File: src/rtl/riscv_bus_arbiter_if.sv
// riscv_bus_arbiter_if
//   Bundles every bus signal around riscv_bus_arbiter. It covers the fetch read
//   channel (m0_rd_*), the load/store read and write channels (m1_rd_*, m1_wr_*)
//   and the shared single-port memory slave (s_*).
//   Modports:
//     master : arbiter view. It takes the master requests, returns grants and
//              read data, and masters the shared slave.
//     slave  : environment view. The cores drive requests and the memory drives
//              s_gnt/s_rdata.
interface riscv_bus_arbiter_if #(
    parameter int unsigned AW = 32,
    parameter int unsigned DW = 32
);
    localparam int unsigned BW = DW / 8;

    logic          m0_rd_req;
    logic [AW-1:0] m0_rd_addr;
    logic [BW-1:0] m0_rd_be;
    logic          m0_rd_gnt;
    logic [DW-1:0] m0_rd_data;
    logic          m0_rd_vld;

    logic          m1_rd_req;
    logic [AW-1:0] m1_rd_addr;
    logic [BW-1:0] m1_rd_be;
    logic          m1_rd_gnt;
    logic [DW-1:0] m1_rd_data;
    logic          m1_rd_vld;

    logic          m1_wr_req;
    logic [AW-1:0] m1_wr_addr;
    logic [BW-1:0] m1_wr_be;
    logic [DW-1:0] m1_wr_data;
    logic          m1_wr_gnt;

    logic          s_req;
    logic          s_we;
    logic [AW-1:0] s_addr;
    logic [BW-1:0] s_be;
    logic [DW-1:0] s_wdata;
    logic          s_gnt;
    logic [DW-1:0] s_rdata;

    modport master (
        input  m0_rd_req, m0_rd_addr, m0_rd_be,
        output m0_rd_gnt, m0_rd_data, m0_rd_vld,
        input  m1_rd_req, m1_rd_addr, m1_rd_be,
        output m1_rd_gnt, m1_rd_data, m1_rd_vld,
        input  m1_wr_req, m1_wr_addr, m1_wr_be, m1_wr_data,
        output m1_wr_gnt,
        output s_req, s_we, s_addr, s_be, s_wdata,
        input  s_gnt, s_rdata
    );

    modport slave (
        output m0_rd_req, m0_rd_addr, m0_rd_be,
        input  m0_rd_gnt, m0_rd_data, m0_rd_vld,
        output m1_rd_req, m1_rd_addr, m1_rd_be,
        input  m1_rd_gnt, m1_rd_data, m1_rd_vld,
        output m1_wr_req, m1_wr_addr, m1_wr_be, m1_wr_data,
        input  m1_wr_gnt,
        input  s_req, s_we, s_addr, s_be, s_wdata,
        output s_gnt, s_rdata
    );
endinterface

File: src/rtl/riscv_bus_arbiter.sv
// riscv_bus_arbiter
//   Shares one single-port memory slave between the fetch master (m0, read
//   only) and the load/store master (m1, read + write).
//   - Arbitration, slave muxing and grants are all combinational, so a winner
//     is granted in the same cycle it requests.
//   - Read data returns to the owner one cycle after an accepted read.
//   Ports:
//     clk   : clock
//     rst_n : asynchronous active-low reset; all outputs read 0 while it is low
//     bus   : riscv_bus_arbiter_if.master (master channels + shared slave)
//   Parameters: AW address width, DW data width, RR_EN 1 = round-robin,
//   0 = m1 always wins.
module riscv_bus_arbiter #(
    parameter int unsigned AW    = 32,
    parameter int unsigned DW    = 32,
    parameter int unsigned RR_EN = 1
) (
    input  logic                 clk,
    input  logic                 rst_n,
    riscv_bus_arbiter_if.master  bus
);
    localparam int unsigned BW = DW / 8;

    logic m1_any;
    logic sel;         // 0 = m0, 1 = m1
    logic req;
    logic sel_wr;      // m1 selected and its write channel wins over its read
    logic accept;

    logic last_owner_q;
    logic rvld_q;
    logic rowner_q;

    always_comb begin
        m1_any = bus.m1_wr_req | bus.m1_rd_req;
        if (bus.m0_rd_req && m1_any) begin
            sel = (RR_EN != 0) ? ~last_owner_q : 1'b1;
        end else begin
            sel = m1_any;
        end
        // Gating with rst_n keeps every output at 0 while reset is held.
        req    = rst_n & (bus.m0_rd_req | m1_any);
        sel_wr = req & sel & bus.m1_wr_req;
        accept = req & bus.s_gnt;
    end

    always_comb begin
        bus.s_req   = req;
        bus.s_we    = sel_wr;
        bus.s_addr  = '0;
        bus.s_be    = '0;
        bus.s_wdata = '0;
        if (req) begin
            if (!sel) begin
                bus.s_addr = bus.m0_rd_addr;
                bus.s_be   = bus.m0_rd_be;
            end else if (bus.m1_wr_req) begin
                bus.s_addr  = bus.m1_wr_addr;
                bus.s_be    = bus.m1_wr_be;
                bus.s_wdata = bus.m1_wr_data;
            end else begin
                bus.s_addr = bus.m1_rd_addr;
                bus.s_be   = bus.m1_rd_be;
            end
        end
    end

    always_comb begin
        bus.m0_rd_gnt = accept & ~sel;
        bus.m1_wr_gnt = accept & sel_wr;
        bus.m1_rd_gnt = accept & sel & ~bus.m1_wr_req;
    end

    always_comb begin
        bus.m0_rd_vld  = rvld_q & ~rowner_q;
        bus.m1_rd_vld  = rvld_q & rowner_q;
        bus.m0_rd_data = bus.m0_rd_vld ? bus.s_rdata : {DW{1'b0}};
        bus.m1_rd_data = bus.m1_rd_vld ? bus.s_rdata : {DW{1'b0}};
    end

    // last_owner resets to 1 so m0 wins the first tie.
    always_ff @(posedge clk or negedge rst_n) begin
        if (!rst_n) begin
            last_owner_q <= 1'b1;
            rvld_q       <= 1'b0;
            rowner_q     <= 1'b0;
        end else if (accept) begin
            last_owner_q <= sel;
            rvld_q       <= ~sel_wr;
            rowner_q     <= sel;
        end else begin
            rvld_q       <= 1'b0;
        end
    end

    // Unused in this configuration; keeps the byte-lane width visible for readers.
    localparam int unsigned BE_W = BW;
endmodule

File: src/flat_wrapper.sv
// flat-port wrapper written by rule: the top's interface ports become plain ports
module riscv_bus_arbiter_flat 
#(
    parameter int unsigned AW    = 32,
    parameter int unsigned DW    = 32,
    parameter int unsigned RR_EN = 1
)
  (clk, rst_n, bus_m0_rd_req, bus_m0_rd_addr, bus_m0_rd_be, bus_m0_rd_gnt, bus_m0_rd_data, bus_m0_rd_vld, bus_m1_rd_req, bus_m1_rd_addr, bus_m1_rd_be, bus_m1_rd_gnt, bus_m1_rd_data, bus_m1_rd_vld, bus_m1_wr_req, bus_m1_wr_addr, bus_m1_wr_be, bus_m1_wr_data, bus_m1_wr_gnt, bus_s_req, bus_s_we, bus_s_addr, bus_s_be, bus_s_wdata, bus_s_gnt, bus_s_rdata);
  riscv_bus_arbiter_if #(.AW(AW), .DW(DW)) bus_i ();
  input  logic clk;
  input  logic rst_n;
  input wire logic [$bits(bus_i.m0_rd_req)-1:0] bus_m0_rd_req;
  input wire logic [$bits(bus_i.m0_rd_addr)-1:0] bus_m0_rd_addr;
  input wire logic [$bits(bus_i.m0_rd_be)-1:0] bus_m0_rd_be;
  output wire logic [$bits(bus_i.m0_rd_gnt)-1:0] bus_m0_rd_gnt;
  output wire logic [$bits(bus_i.m0_rd_data)-1:0] bus_m0_rd_data;
  output wire logic [$bits(bus_i.m0_rd_vld)-1:0] bus_m0_rd_vld;
  input wire logic [$bits(bus_i.m1_rd_req)-1:0] bus_m1_rd_req;
  input wire logic [$bits(bus_i.m1_rd_addr)-1:0] bus_m1_rd_addr;
  input wire logic [$bits(bus_i.m1_rd_be)-1:0] bus_m1_rd_be;
  output wire logic [$bits(bus_i.m1_rd_gnt)-1:0] bus_m1_rd_gnt;
  output wire logic [$bits(bus_i.m1_rd_data)-1:0] bus_m1_rd_data;
  output wire logic [$bits(bus_i.m1_rd_vld)-1:0] bus_m1_rd_vld;
  input wire logic [$bits(bus_i.m1_wr_req)-1:0] bus_m1_wr_req;
  input wire logic [$bits(bus_i.m1_wr_addr)-1:0] bus_m1_wr_addr;
  input wire logic [$bits(bus_i.m1_wr_be)-1:0] bus_m1_wr_be;
  input wire logic [$bits(bus_i.m1_wr_data)-1:0] bus_m1_wr_data;
  output wire logic [$bits(bus_i.m1_wr_gnt)-1:0] bus_m1_wr_gnt;
  output wire logic [$bits(bus_i.s_req)-1:0] bus_s_req;
  output wire logic [$bits(bus_i.s_we)-1:0] bus_s_we;
  output wire logic [$bits(bus_i.s_addr)-1:0] bus_s_addr;
  output wire logic [$bits(bus_i.s_be)-1:0] bus_s_be;
  output wire logic [$bits(bus_i.s_wdata)-1:0] bus_s_wdata;
  input wire logic [$bits(bus_i.s_gnt)-1:0] bus_s_gnt;
  input wire logic [$bits(bus_i.s_rdata)-1:0] bus_s_rdata;
  assign bus_i.m0_rd_req = bus_m0_rd_req;
  assign bus_i.m0_rd_addr = bus_m0_rd_addr;
  assign bus_i.m0_rd_be = bus_m0_rd_be;
  assign bus_m0_rd_gnt = bus_i.m0_rd_gnt;
  assign bus_m0_rd_data = bus_i.m0_rd_data;
  assign bus_m0_rd_vld = bus_i.m0_rd_vld;
  assign bus_i.m1_rd_req = bus_m1_rd_req;
  assign bus_i.m1_rd_addr = bus_m1_rd_addr;
  assign bus_i.m1_rd_be = bus_m1_rd_be;
  assign bus_m1_rd_gnt = bus_i.m1_rd_gnt;
  assign bus_m1_rd_data = bus_i.m1_rd_data;
  assign bus_m1_rd_vld = bus_i.m1_rd_vld;
  assign bus_i.m1_wr_req = bus_m1_wr_req;
  assign bus_i.m1_wr_addr = bus_m1_wr_addr;
  assign bus_i.m1_wr_be = bus_m1_wr_be;
  assign bus_i.m1_wr_data = bus_m1_wr_data;
  assign bus_m1_wr_gnt = bus_i.m1_wr_gnt;
  assign bus_s_req = bus_i.s_req;
  assign bus_s_we = bus_i.s_we;
  assign bus_s_addr = bus_i.s_addr;
  assign bus_s_be = bus_i.s_be;
  assign bus_s_wdata = bus_i.s_wdata;
  assign bus_i.s_gnt = bus_s_gnt;
  assign bus_i.s_rdata = bus_s_rdata;
  riscv_bus_arbiter #(.AW(AW), .DW(DW), .RR_EN(RR_EN)) u_core (.clk(clk), .rst_n(rst_n), .bus(bus_i));
endmodule
File: config.mk
export PLATFORM = sky130hd
export DESIGN_NAME = riscv_bus_arbiter_flat
export DESIGN_NICKNAME = d
export VERILOG_FILES = /design/src/rtl/riscv_bus_arbiter_if.sv /design/src/rtl/riscv_bus_arbiter.sv /design/src/flat_wrapper.sv
export SDC_FILE = /design/constraint.sdc
export NUM_CORES = 1
export LEC_CHECK = 0
export CAP_MARGIN = 40
export CELL_PAD_IN_SITES_DETAIL_PLACEMENT = 1
export CELL_PAD_IN_SITES_GLOBAL_PLACEMENT = 2
export CORE_MARGIN = 1
export CORE_UTILIZATION = 10
export DETAILED_ROUTE_END_ITERATION = 16
export PLACE_DENSITY_LB_ADDON = 0.1
export REMOVE_ABC_BUFFERS = 1
export SLEW_MARGIN = 0
export SYNTH_ARGS = -nofsm -noshare
export SYNTH_HDL_FRONTEND = slang
export SYNTH_SLANG_ARGS = --single-unit
File: constraint.sdc
create_clock -name clk -period 2.1 [get_ports clk]
set_clock_uncertainty 0.1 [all_clocks]
set_input_delay 0.42 -clock clk [delete_from_list [all_inputs] [get_ports clk]]
set_output_delay 0.42 -clock clk [all_outputs]
set_load 0.02 [all_outputs]
# Yosys cells after proc, flatten, opt, wreduce, memory -nomap -nowiden
# Cells that the tools add are included.
# totals
n_memories,0
register_bits,3
mem_bits_rw,0
inputBits,178
latchBits,0
out_inout_bits,139
wordCells,34
romBits,0
# classes
bitwise_logic,17
addsub,0
n_lt_le_gt_ge,0
eq_ne,0
n_reduce_logical,1
div_mod_pow,0
muxes,13
n_mul,0
shifts,0
# ops
cell,count
$mux W32,8
$mux W4,3
$and A1 B1 Y1,10
$not A1 Y1,5
$mux W1,2
$or A1 B1 Y1,2
$logic_and A1 B1 Y1,1

# Longest topological paths before layout
# logic_depth
word_depth,7
ltp_mapped,6
depth_no_buf,4

# Least setup slack after synthesis
# Ideal clock, no wire load.
# synth_timing
kind,input port to output port
startpoint,input bus_m1_wr_req
endpoint,output bus_s_addr[10]
stages,5
required_time_ns,1.580
t_arrival_ns,1.597
path_buffers,3
slack_ns,-0.017
cell_sequence,buf_4 a2bb2oi_2 buf_4 buf_2 a211oi_1
# synth_between
elab_chain_cells,5
elab_cells_between_ends,8
cone_classes,mux (4); bitwise (3); reduce/logical (1)
# synth_rtl
item,line,rtl
start: declaration,flat_wrapper.sv:24,input wire logic [$bits(bus_i.m1_wr_req)-1:0] bus_m1_wr_req;
$or A1 B1 Y1,riscv_bus_arbiter.sv:35,m1_any = bus.m1_wr_req | bus.m1_rd_req;
$logic_and A1 B1 Y1,riscv_bus_arbiter.sv:36,if (bus.m0_rd_req && m1_any) begin
$mux W1,riscv_bus_arbiter.sv:36,
$mux W32,riscv_bus_arbiter.sv:54,if (!sel) begin
$mux W32 *,riscv_bus_arbiter.sv:53,if (req) begin
end: declaration,flat_wrapper.sv:31,output wire logic [$bits(bus_i.s_addr)-1:0] bus_s_addr;
# Mark *: on every way between the ends. The rest lies on a longest branch, timed or not.

# Worst setup path in the final report
# layout_timing
startpoint,register u_core.last_owner_q
endpoint,output bus_s_addr[23]
# layout_between
elab_chain_cells,4
# layout_rtl
item,line,rtl
start: declaration,riscv_bus_arbiter.sv:30,logic last_owner_q;
start signal: assignment,riscv_bus_arbiter.sv:88,last_owner_q <= sel;
$not A1 Y1,riscv_bus_arbiter.sv:37,sel = (RR_EN != 0) ? ~last_owner_q : 1'b1;
$mux W1,riscv_bus_arbiter.sv:36,
$mux W32,riscv_bus_arbiter.sv:54,
$mux W32,riscv_bus_arbiter.sv:53,
# Every way passes these cells.

==> flow_summary.yaml <==
status:
  outcome: "finished, violations left"
  failed_checks: "negative setup slack"
power_and_ir_drop:
  p_switching_uw: 692
  p_int_mw: 1.10
  pwr-share-seq_pct: 4.3
  p_leak_nw: 2.82
  peakVddDrop_v: 0.000220
  p_comb_share_pct: 79.0
  swShare_pct: 38.5
  pwr_density_cell_nw_per_um2: 313
  clkPwrFrac_pct: 16.7
  finalPower_mw: 1.80
clocking:
  clockBufferDepth: 2
  numClockSinks: 3
  htreeDepth: 1
  cts_buffers: 3
  cts_tree: "done"
  clkTransAtPathRegs_ns: 0.03
  clk_latency_ns: 0.22
  cts_root_buf: "clkbuf_16"
  cts_hold_buffers: 0
grt:
  antenna_found_initial: 0
  grt_pass1_vias: 3522
  grt-ovfl-total: 0
  grt_pass1_wl_um: 19800
  grt_usage_pct: 14.2
  grt_max_degree: 35
drt:
  drtAntennaViolNets: 0
  vias_per_cell: 4.01
  dr.first_iter.drc_count: 29
  drc_errors: 0
  via_count: 3253
  wl_per_cell_um: 16.7
  first_pass_iters: 4
  wl_um: 13500
floorplan:
  pin_count: 317
  die_w_um: 134
  rows: 47
  initial_utilization_pct: 10.3
  fp.dieH_um: 134
  die_area_sq_um: 17800
  core_area_sq_um: 16800
sta:
  fin_tns_setup_ns: -0.421
  hold_viol: 0
  setup_viol: 17
  slew_headroom_pct: 78.9
  fin_crit_ns: 2.15
  fin_crit_sh_pct: 102
  setup_slack_ns: -0.0497
  rsz0062_at_grt: "true"
  fmax_ghz: 0.465
  tightest_slew_ns: 0.317
  finalMaxSlewViolations: 0
final_layout:
  syn2layout_area_growth_pct: 231
  diodes: 0
  drive_above_1_share_pct: 31.4
  nets: 771
logic_synthesis:
  syn_avg_cell_area_sq_um: 6.89
  synth_top_area_cell: "and2_1"
  synth_compound_area_share_pct: 19.3
  synth_top_cell_area_share_pct: 23.9
  synth_area_sq_um: 1730
  ys_warn_count: 0
  yosys.area_share.simple_pct: 45.2
  synthTopCellsByArea: "and2_1 24%, mux2i_1 21%, a211oi_1 16%"
  synthCells: 251
  synth_top_family_by_area: "simple AND/OR/NAND/NOR gates"
  synth.yosys.seq_area_share_pct: 4.41
  synth_cell_types: 22
  synth-seq-cells: 3
  synthMuxAreaShare_pct: 21.5
  synth_xor_area_share_pct: 0
  synth_fa_ha_area_share_pct: 0
critical_path:
  worst-path-max-fanout: 8
  r2r_start: "u_core.last_owner_q"
  worst-setup-path-type: "flop to primary output"
  end_kind: "primary output"
  critPathLaunch: "u_core.last_owner_q"
  critPathLaunchType: "flop"
  critical_path_required_ns: 1.58
  cp.arrival_ns: 1.63
flow_run:
  cap_viol_max_count: 0
placed_design:
  hpwl_um: 10800
  port_buffers: 316
  gp_congestion: 0.755
min_path:
  hp-class: "primary input to async pin"
flip-flops by register name (all words and copies together), names as in the netlist:
| signal | cells |
|---|---|
| u_core.last_owner_q | 1 |
| u_core.rvld_q | 1 |
| u_core.rowner_q | 1 |
worst max-delay path, cell delays in order (launching register included):
cell and delay, ns:
dfstp_2 0.39, a2bb2oi_4 0.29, buf_12 0.19, buf_8 0.13, nor2_4 0.03, a211oi_2 0.20, buf_4 0.17
power by group through the flow:
stage | registers, mW | logic [mW] | clock network [mW]
floorplan | 0.0919 | 0.429 | 0
CTS | 0.0766 | 1.36 | 0.307
global placement | 0.0773 | 1.27 | 0
detailed placement | 0.0775 | 1.27 | 0
global route | 0.0779 | 1.51 | 0.313
finish | 0.0770 | 1.42 | 0.300
layout make-up:
cell class	count	area, sq um
clock buffer	4	78.8
fill	1965	11000
inverter	1	3.75
multi-input combinational	219	1750
sequential	3	76.3
tap	220	275
timing repair buffer	365	3550
worst paths after layout:
kind | depth (start not counted) | to | slack, ns
setup / recovery | 6 | bus_s_addr[23] | -0.05
hold / removal | 2 | u_core.rvld_q | 0.14
setup reg to reg | 4 | u_core.rowner_q | 0.71
hold reg to reg | 2 | u_core.rowner_q | 0.66
max in group asynchronous | 2 | u_core.last_owner_q | 1.56
min in group clk | 4 | u_core.rowner_q | 0.63
kinds of logic (layout without fill, tap and decap cells):
kind of cell / Yosys count / in the layout
buffers and inverters: 29 / 370
DFF: 3 / 3
and+or+nand+nor: 141 / 141
AOI/OAI and AO/OA: 41 / 41
muxes: 37 / 37
layer usage:
layer  track usage [%]  routed length (um)
met1              13.9                4660
met2              28.7                7250
met3              5.02                1530
met4              2.08                  78
met5                 0                   0
synth_stat cells (all sizes together):
master / n
a211oi: 36
mux2i: 36
a21oi: 1
and2: 66
nor2b: 1
dfstp: 1
o211a: 1
nor2: 38
nor3b: 1
o22a: 1
nand2: 2
buf: 17
and3: 32
mux2: 1
nand3: 1
dfrtp: 2
clkbuf: 11
inv: 1
o31ai: 1
a2bb2oi: 1
cell usage in the layout, fill, tap and decap left out, drive strengths merged:
cell / count
and3: 32
o211a: 1
o31ai: 1
nand2: 2
clkdlybuf4s15: 2
dlymetal6s2s: 1
buf: 123
dlygate4sd2: 64
and2: 66
nor3b: 1
nor2: 38
inv: 1
mux2: 1
clkdlybuf4s50: 173
dfrtp: 2
a2bb2oi: 1
a21oi: 1
nor2b: 1
a211oi: 36
clkbuf: 6
o22a: 1
dfstp: 1
mux2i: 36
nand3: 1
through the flow:
step           cells  worst slack [ns]  hold slack, ns  utilization [%]  instance area [sq um]
2_1_floorplan    223             -1.06          0.0244                -                   1570
3_3_place_gp     790            -0.831           0.540             31.7                   5320
3_5_place_dp     790            -0.889           0.545             31.7                   5320
4_1_cts          809            -0.134           0.144             32.8                   5490
5_1_grt          812            -0.115           0.148             34.2                   5740
6_report         812           -0.0497           0.145             34.2                   5740
what timing repair did:
item / CTS / global route
cloned: 4 / 2
buffers inserted: 11 / 7
resized for setup: 495 / 79
pin swaps: 15 / 18
endpoints found under the setup margin: 138 / 71
No activity file was read; power rests on OpenSTA's default activity.
==> RTL edit 1: new RTL, config.mk and constraints unchanged <==
`RR_EN` is set to 1 in 2 places; all go to 0. Comments in the files are not updated.
--- a/src/rtl/riscv_bus_arbiter.sv
+++ b/src/rtl/riscv_bus_arbiter.sv
@@ -14,5 +14,5 @@
     parameter int unsigned AW    = 32,
     parameter int unsigned DW    = 32,
-    parameter int unsigned RR_EN = 1
+    parameter int unsigned RR_EN = 0
 ) (
     input  logic                 clk,
--- a/src/flat_wrapper.sv
+++ b/src/flat_wrapper.sv
@@ -4,5 +4,5 @@
     parameter int unsigned AW    = 32,
     parameter int unsigned DW    = 32,
-    parameter int unsigned RR_EN = 1
+    parameter int unsigned RR_EN = 0
 )
   (clk, rst_n, bus_m0_rd_req, bus_m0_rd_addr, bus_m0_rd_be, bus_m0_rd_gnt, bus_m0_rd_data, bus_m0_rd_vld, bus_m1_rd_req, bus_m1_rd_addr, bus_m1_rd_be, bus_m1_rd_gnt, bus_m1_rd_data, bus_m1_rd_vld, bus_m1_wr_req, bus_m1_wr_addr, bus_m1_wr_be, bus_m1_wr_data, bus_m1_wr_gnt, bus_s_req, bus_s_we, bus_s_addr, bus_s_be, bus_s_wdata, bus_s_gnt, bus_s_rdata);
Formal check against the unedited RTL: not equivalent (a bounded check fails within 4 cycles, from zero or initial values and one cycle with rst_n low).
==> RTL edit 1 against the unedited design <==
Total power fell by 27%; design area fell by 9.2%; wire length barely moved; critical path depth fell by 2; maximum frequency rose by 6.0%; synthesized area rose by 6.4%; sequential share of layout area fell by 0.37 points; worst setup slack improved by 0.12 ns; sequential power fell by 41%; die area rose by 6.3%; sequential cell count fell by 1; largest cell class unchanged; highest routed layer unchanged.
==> RTL edit 1: results (changes against the unedited design) <==
stage,metric,value,unit,change
global_routing,met3_usage,6.00,%,+0.97 points
power,internal_power,828,uW,-25%
worst_setup_path,setup.worst_path.start,u_core.rowner_q,,
global_routing,grt_max_degree,40,,+14%
global_routing,grtUsageMet1,12.3,%,-1.5 points
global_routing,grt_pass1_vias,3298,,-6.4%
clock_network,cts_buffers,3,,unchanged
cells_and_area,reg.largest.list,"u_core.rowner_q x1, u_core.rvld_q x1",,
cells_and_area,drive_gt1_share,15.7,%,-16 points
timing,tightest_slew,0.242,ns,-0.0746 ns
route,vias,3205,,-1.5%
power,power_frac_comb,74.6,%,-4.4 points
placed_design,gp_congestion,0.717,,-5.0%
global_routing,use_met2,24.7,%,-4.0 points
run_status,status,"finished, final reports clean",,
worst_setup_path,cp_slowest_cell,dfrtp_1,,
placed_design,dp.cells,789,,-0.13%
power,leakage,0.00276,uW,-2.1%
route,drt_iter0_markers,46,,+59%
worst_hold_path,hold_class,in2async,,
global_routing,track_usage,13.0,%,-1.2 points
yosys,ys.flop_type,dfrtp_1,,
worst_setup_path,crit_arrival,1.51,ns,-0.12 ns
yosys,synth_top_cells_by_count,"and3_1 (65), mux2i_1 (36), nor2b_1 (36)",,
global_routing,grt_first_pass_wirelength,18600,um,-6.2%
cells_and_area,nNetsFinal,746,,-3.2%
placed_design,hpwl,11400,um,+5.7%
yosys,ys_seq_area_share,2.72,%,-1.7 points
power,ir_drop,0.0921,mV,-58%
clock_network,cts_buffer_depth,2,,unchanged
cells_and_area,num-fill-cells,2130,,+8.4%
yosys,async_flop_share,100,%,unchanged
worst_setup_path,cp_max_fo,33,,+25
yosys,yosysWarningCount,0,,unchanged
route,avgRoutedWirePerCell,17.0,um,+2.2%
route,routed_wl,13500,um,about the same
yosys,synth_cells,255,,+1.6%
worst_setup_path,cp_top_family,buffers and inverters,,
cells_and_area,diodes,0,,unchanged
yosys,netlist_top_cells_area,"and3_1 (22%), mux2i_1 (20%), nor2b_1 (12%)",,
yosys,yosysUniqueCellTypes,23,,+4.5%
==> RTL edit 1: changes by cell type in the layout (fill, tap and decap cells not counted), moves of 28 or more <==
cell | before | now
and3_1 | 32 | 65
dlygate4sd2_1 | 64 | 96
buf_4 | 55 | 18
nor2b_1 | 1 | 36
buf_6 | 40 | 1
and2_1 | 62 | 34
==> RTL edit 1: final timing paths <==
kind	end	slack, ns	cells past startpoint
min	u_core.rowner_q	0.11	2
max in group asynchronous	u_core.rvld_q	1.65	2
min in group clk	u_core.rowner_q	0.60	4
max	bus_m0_rd_data[5]	0.07	4
max reg2reg	u_core.rowner_q	1.19	2
min reg2reg	u_core.rowner_q	0.63	2
==> RTL edit 1: timing repair <==
item,in CTS,in global routing
hold buffers,0,0
pin swaps,1,1
gates cloned,1,0
setup endpoints to repair,139,31
buffers inserted,2,0
resized for setup,276,18
hold endpoints to repair,0,0
==> RTL edit 1: power groups by stage <==
stage,clock network (uW),registers (uW),logic [uW]
after global placement,0,44.4,1040
after floorplan,0,57.5,323
final,286,45.3,972
after CTS,291,44.7,983
after global routing,294,46.2,1040
after detailed placement,0,44.5,1050
==> RTL edit 1: worst reg2reg max path: cells and delay by family (launching register included) <==
family	cells	cell delay (ns)
buffers and inverters	1	0.18
DFF	1	0.38
AOI/OAI and AO/OA	1	0.14
==> RTL edit 1: kinds of logic (layout without fill, tap and decap cells) <==
group	Yosys count	after routing	synth area share [%]
AOI/OAI and AO/OA	38	38	19.0
buffers and inverters	35	346	10.5
muxes	36	36	19.6
DFF	2	2	2.72
and+or+nand+nor	144	144	48.2
==> RTL edit 1: through the flow <==
step	utilization, %	setup WS [ns]	cell area [um2]	setup TNS, ns
3_3_place_gp	29.6	-0.580	5340	-39.72
2_1_floorplan	-	-0.185	1660	-5.51
3_5_place_dp	29.6	-0.584	5340	-41.23
4_1_cts	28.8	0.000713	5190	0
5_1_grt	28.9	0.000138	5210	0
6_report	28.9	0.0717	5210	0
==> RTL edit 1: final cells by class <==
class | count | area (um2) | share of cell area, %
repair buffers | 341 | 3170 | 60.9
inverters | 2 | 7.51 | 0.144
clock buffers | 3 | 75.1 | 1.44
multi-input cells | 218 | 1620 | 31.0
well taps | 229 | 287 | 5.50
flip-flops and latches | 2 | 50.0 | 0.961
==> RTL edit 1: metal layers <==
layer  wire (um)  share of wire [%]
met5           0                  0
met4         286                2.1
met3        2040                 15
met2        6880                 51
met1        4330                 32
==> RTL edit 2: new RTL, same flow settings <==
Made on the original files. Make the reset (`rst_n`) synchronous in one clocked block. Comments in the files are not updated.
--- a/src/rtl/riscv_bus_arbiter.sv
+++ b/src/rtl/riscv_bus_arbiter.sv
@@ -80,5 +80,5 @@
 
     // last_owner resets to 1 so m0 wins the first tie.
-    always_ff @(posedge clk or negedge rst_n) begin
+    always_ff @(posedge clk) begin
         if (!rst_n) begin
             last_owner_q <= 1'b1;
Check against the original RTL: differs if rst_n is asserted again (counterexample within 4 cycles, from zero or initial values and one cycle with rst_n low); with rst_n held inactive, the same outputs for 10 cycles.
==> RTL edit 2 against the unedited design <==
The flow still finishes with violations (setup timing); wire length grew 2.1%; maximum frequency is 0.18% lower; sequential power decreased by 14%; synthesized area up 2.4%; total power shrank 12%; sequential cell count unchanged; worst setup slack worse by 0.0040 ns; design area about the same; hold slack gained 0.35 ns; core utilization decreased by 1.0 points; critical endpoint is now bus_s_be[0]; largest power group unchanged; highest routed layer unchanged.
==> RTL edit 2: results (changes against the unedited design) <==
stage,metric,value,unit,change
clock_network,htree_levels,1,,unchanged
global_routing,grt_max_degree,34,,-2.9%
clock_network,path_clk_slew,0.03,ns,about the same
power,ir_drop,0.128,mV,-42%
worst_setup_path,cp_max_fo,6,,-2
timing,fin_setup_tns,-0.205,ns,+0.216 ns
power,internal_power,1010,uW,-8.5%
cells_and_area,num-fill-cells,2011,,+2.3%
placed_design,hpwl,10900,um,+1.1%
run_status,violations,setup timing,,
route,drt_iter0_markers,49,,+69%
route,vias_per_cell,3.93,,-1.9%
global_routing,grt_first_pass_wirelength,19900,um,+0.66%
worst_setup_path,cp_top_family,buffers and inverters,,
timing,fin_ws,-0.0537,ns,-0.00398 ns
placed_design,gp_congestion,0.724,,-4.1%
timing,tightest_slew,0.275,ns,-0.0411 ns
worst_hold_path,hold_class,in2reg,,
yosys,ys.flop_type,dfxtp_1,,
timing,finalSetupViolCount,6,,-11
yosys,async_flop_share,0,%,-100 points
cells_and_area,diodes,0,,unchanged
worst_setup_path,r2r_slack,0.69,ns,-0.02 ns
run_status,status,finished with violations,,
worst_setup_path,timing.rr.start,u_core.last_owner_q,,
timing,fin_hold_ws,0.496,ns,+0.351 ns
worst_setup_path,crit_arrival,1.63,ns,about the same
yosys,netlist_top_cells_area,"and2_1 (23%), mux2i_1 (20%), and3_1 (11%)",,
worst_setup_path,worstRegToRegCells,7,,+3
cells_and_area,drive_gt1_share,29.4,%,-2.0 points
yosys,ys_seq_area_share,3.39,%,-1.0 points
global_routing,grt_pass1_vias,3517,,-0.14%
worst_setup_path,r2r-end,u_core.rowner_q,,
worst_setup_path,cp_slowest_cell,o31ai_4,,
yosys,synth_top_cells_by_count,"and2_1 (66), nor2_1 (38), mux2i_1 (36)",,
route,routed_wl,13800,um,+2.1%
global_routing,track_usage,14.1,%,-0.12 points
power,leakage,0.00286,uW,+1.4%
yosys,yosysUniqueCellTypes,21,,-4.5%
worst_setup_path,max_stage_delay,0.31,ns,-0.08 ns
cells_and_area,nNetsFinal,785,,+1.8%
==> RTL edit 2: through the flow <==
step	power [uW]	cells	cell area [um2]
6_report	1580	831	5740
5_1_grt	1680	831	5740
4_1_cts	1520	824	5560
3_5_place_dp	1210	806	5420
3_3_place_gp	1200	806	5420
2_1_floorplan	450	226	1610
==> RTL edit 2: tightest hold or removal path: cells and delay by family <==
| family | cells | cell delay [ns] |
|---|---|---|
| AND/OR/NAND/NOR | 1 | 0.09 |
| AO/OA/AOI/OAI | 1 | 0.09 |
| buffers and inverters | 2 | 0.19 |
==> RTL edit 2: worst max-delay path by stage <==
stage / start / endpoint / slack, ns
floorplan: u_core.last_owner_q / bus_s_addr[0] / -1.23
global placement: bus_m1_rd_req / bus_s_addr[4] / -0.82
detailed placement: bus_m1_rd_req / bus_s_be[3] / -0.88
CTS: bus_m1_wr_req / bus_s_addr[22] / -0.06
global route: bus_m0_rd_req / bus_s_be[0] / -0.10
finish: bus_m0_rd_req / bus_s_be[0] / -0.05
==> RTL edit 2: repair_timing <==
action | in CTS | in global routing
setup endpoints to repair | 139 | 71
cloned | 4 | 4
resized for setup | 415 | 72
pin swaps | 3 | 15
setup buffers | 10 | 5
==> RTL edit 2: cell families (layout without fill, tap and decap cells) <==
family	after synthesis	count (layout)	synth area share [%]
buf+inv	30	382	9.32
compound gates	41	41	22.0
mux	36	36	20.3
simple gates	144	144	44.9
flops	3	3	3.39
==> RTL edit 2: cell type report <==
cell class | instances | area, um2 | area share, %
Multi-Input combinational cell | 221 | 1670 | 29.0
Sequential cell | 3 | 61.3 | 1.07
Timing Repair Buffer | 376 | 3640 | 63.5
Tap cell | 225 | 282 | 4.91
Inverter | 2 | 7.51 | 0.131
Clock buffer | 4 | 78.8 | 1.37
==> RTL edit 2: routing by layer <==
layer / vias up / track usage (%) / part of all wire (%)
li1: 1593 / - / -
met4: 0 / 2.87 / 0.70
met3: 6 / 4.95 / 12
met1: 1471 / 13.9 / 35
met5: - / 0 / 0
met2: 195 / 27.8 / 53
==> RTL edit 2: power by group through the flow <==
stage	clock network (uW)	registers, uW	logic [uW]
floorplan	0	74.0	376
global placement	0	65.4	1130
detailed placement	0	65.7	1140
CTS	306	65.4	1150
global route	319	66.5	1300
finish	302	65.9	1210
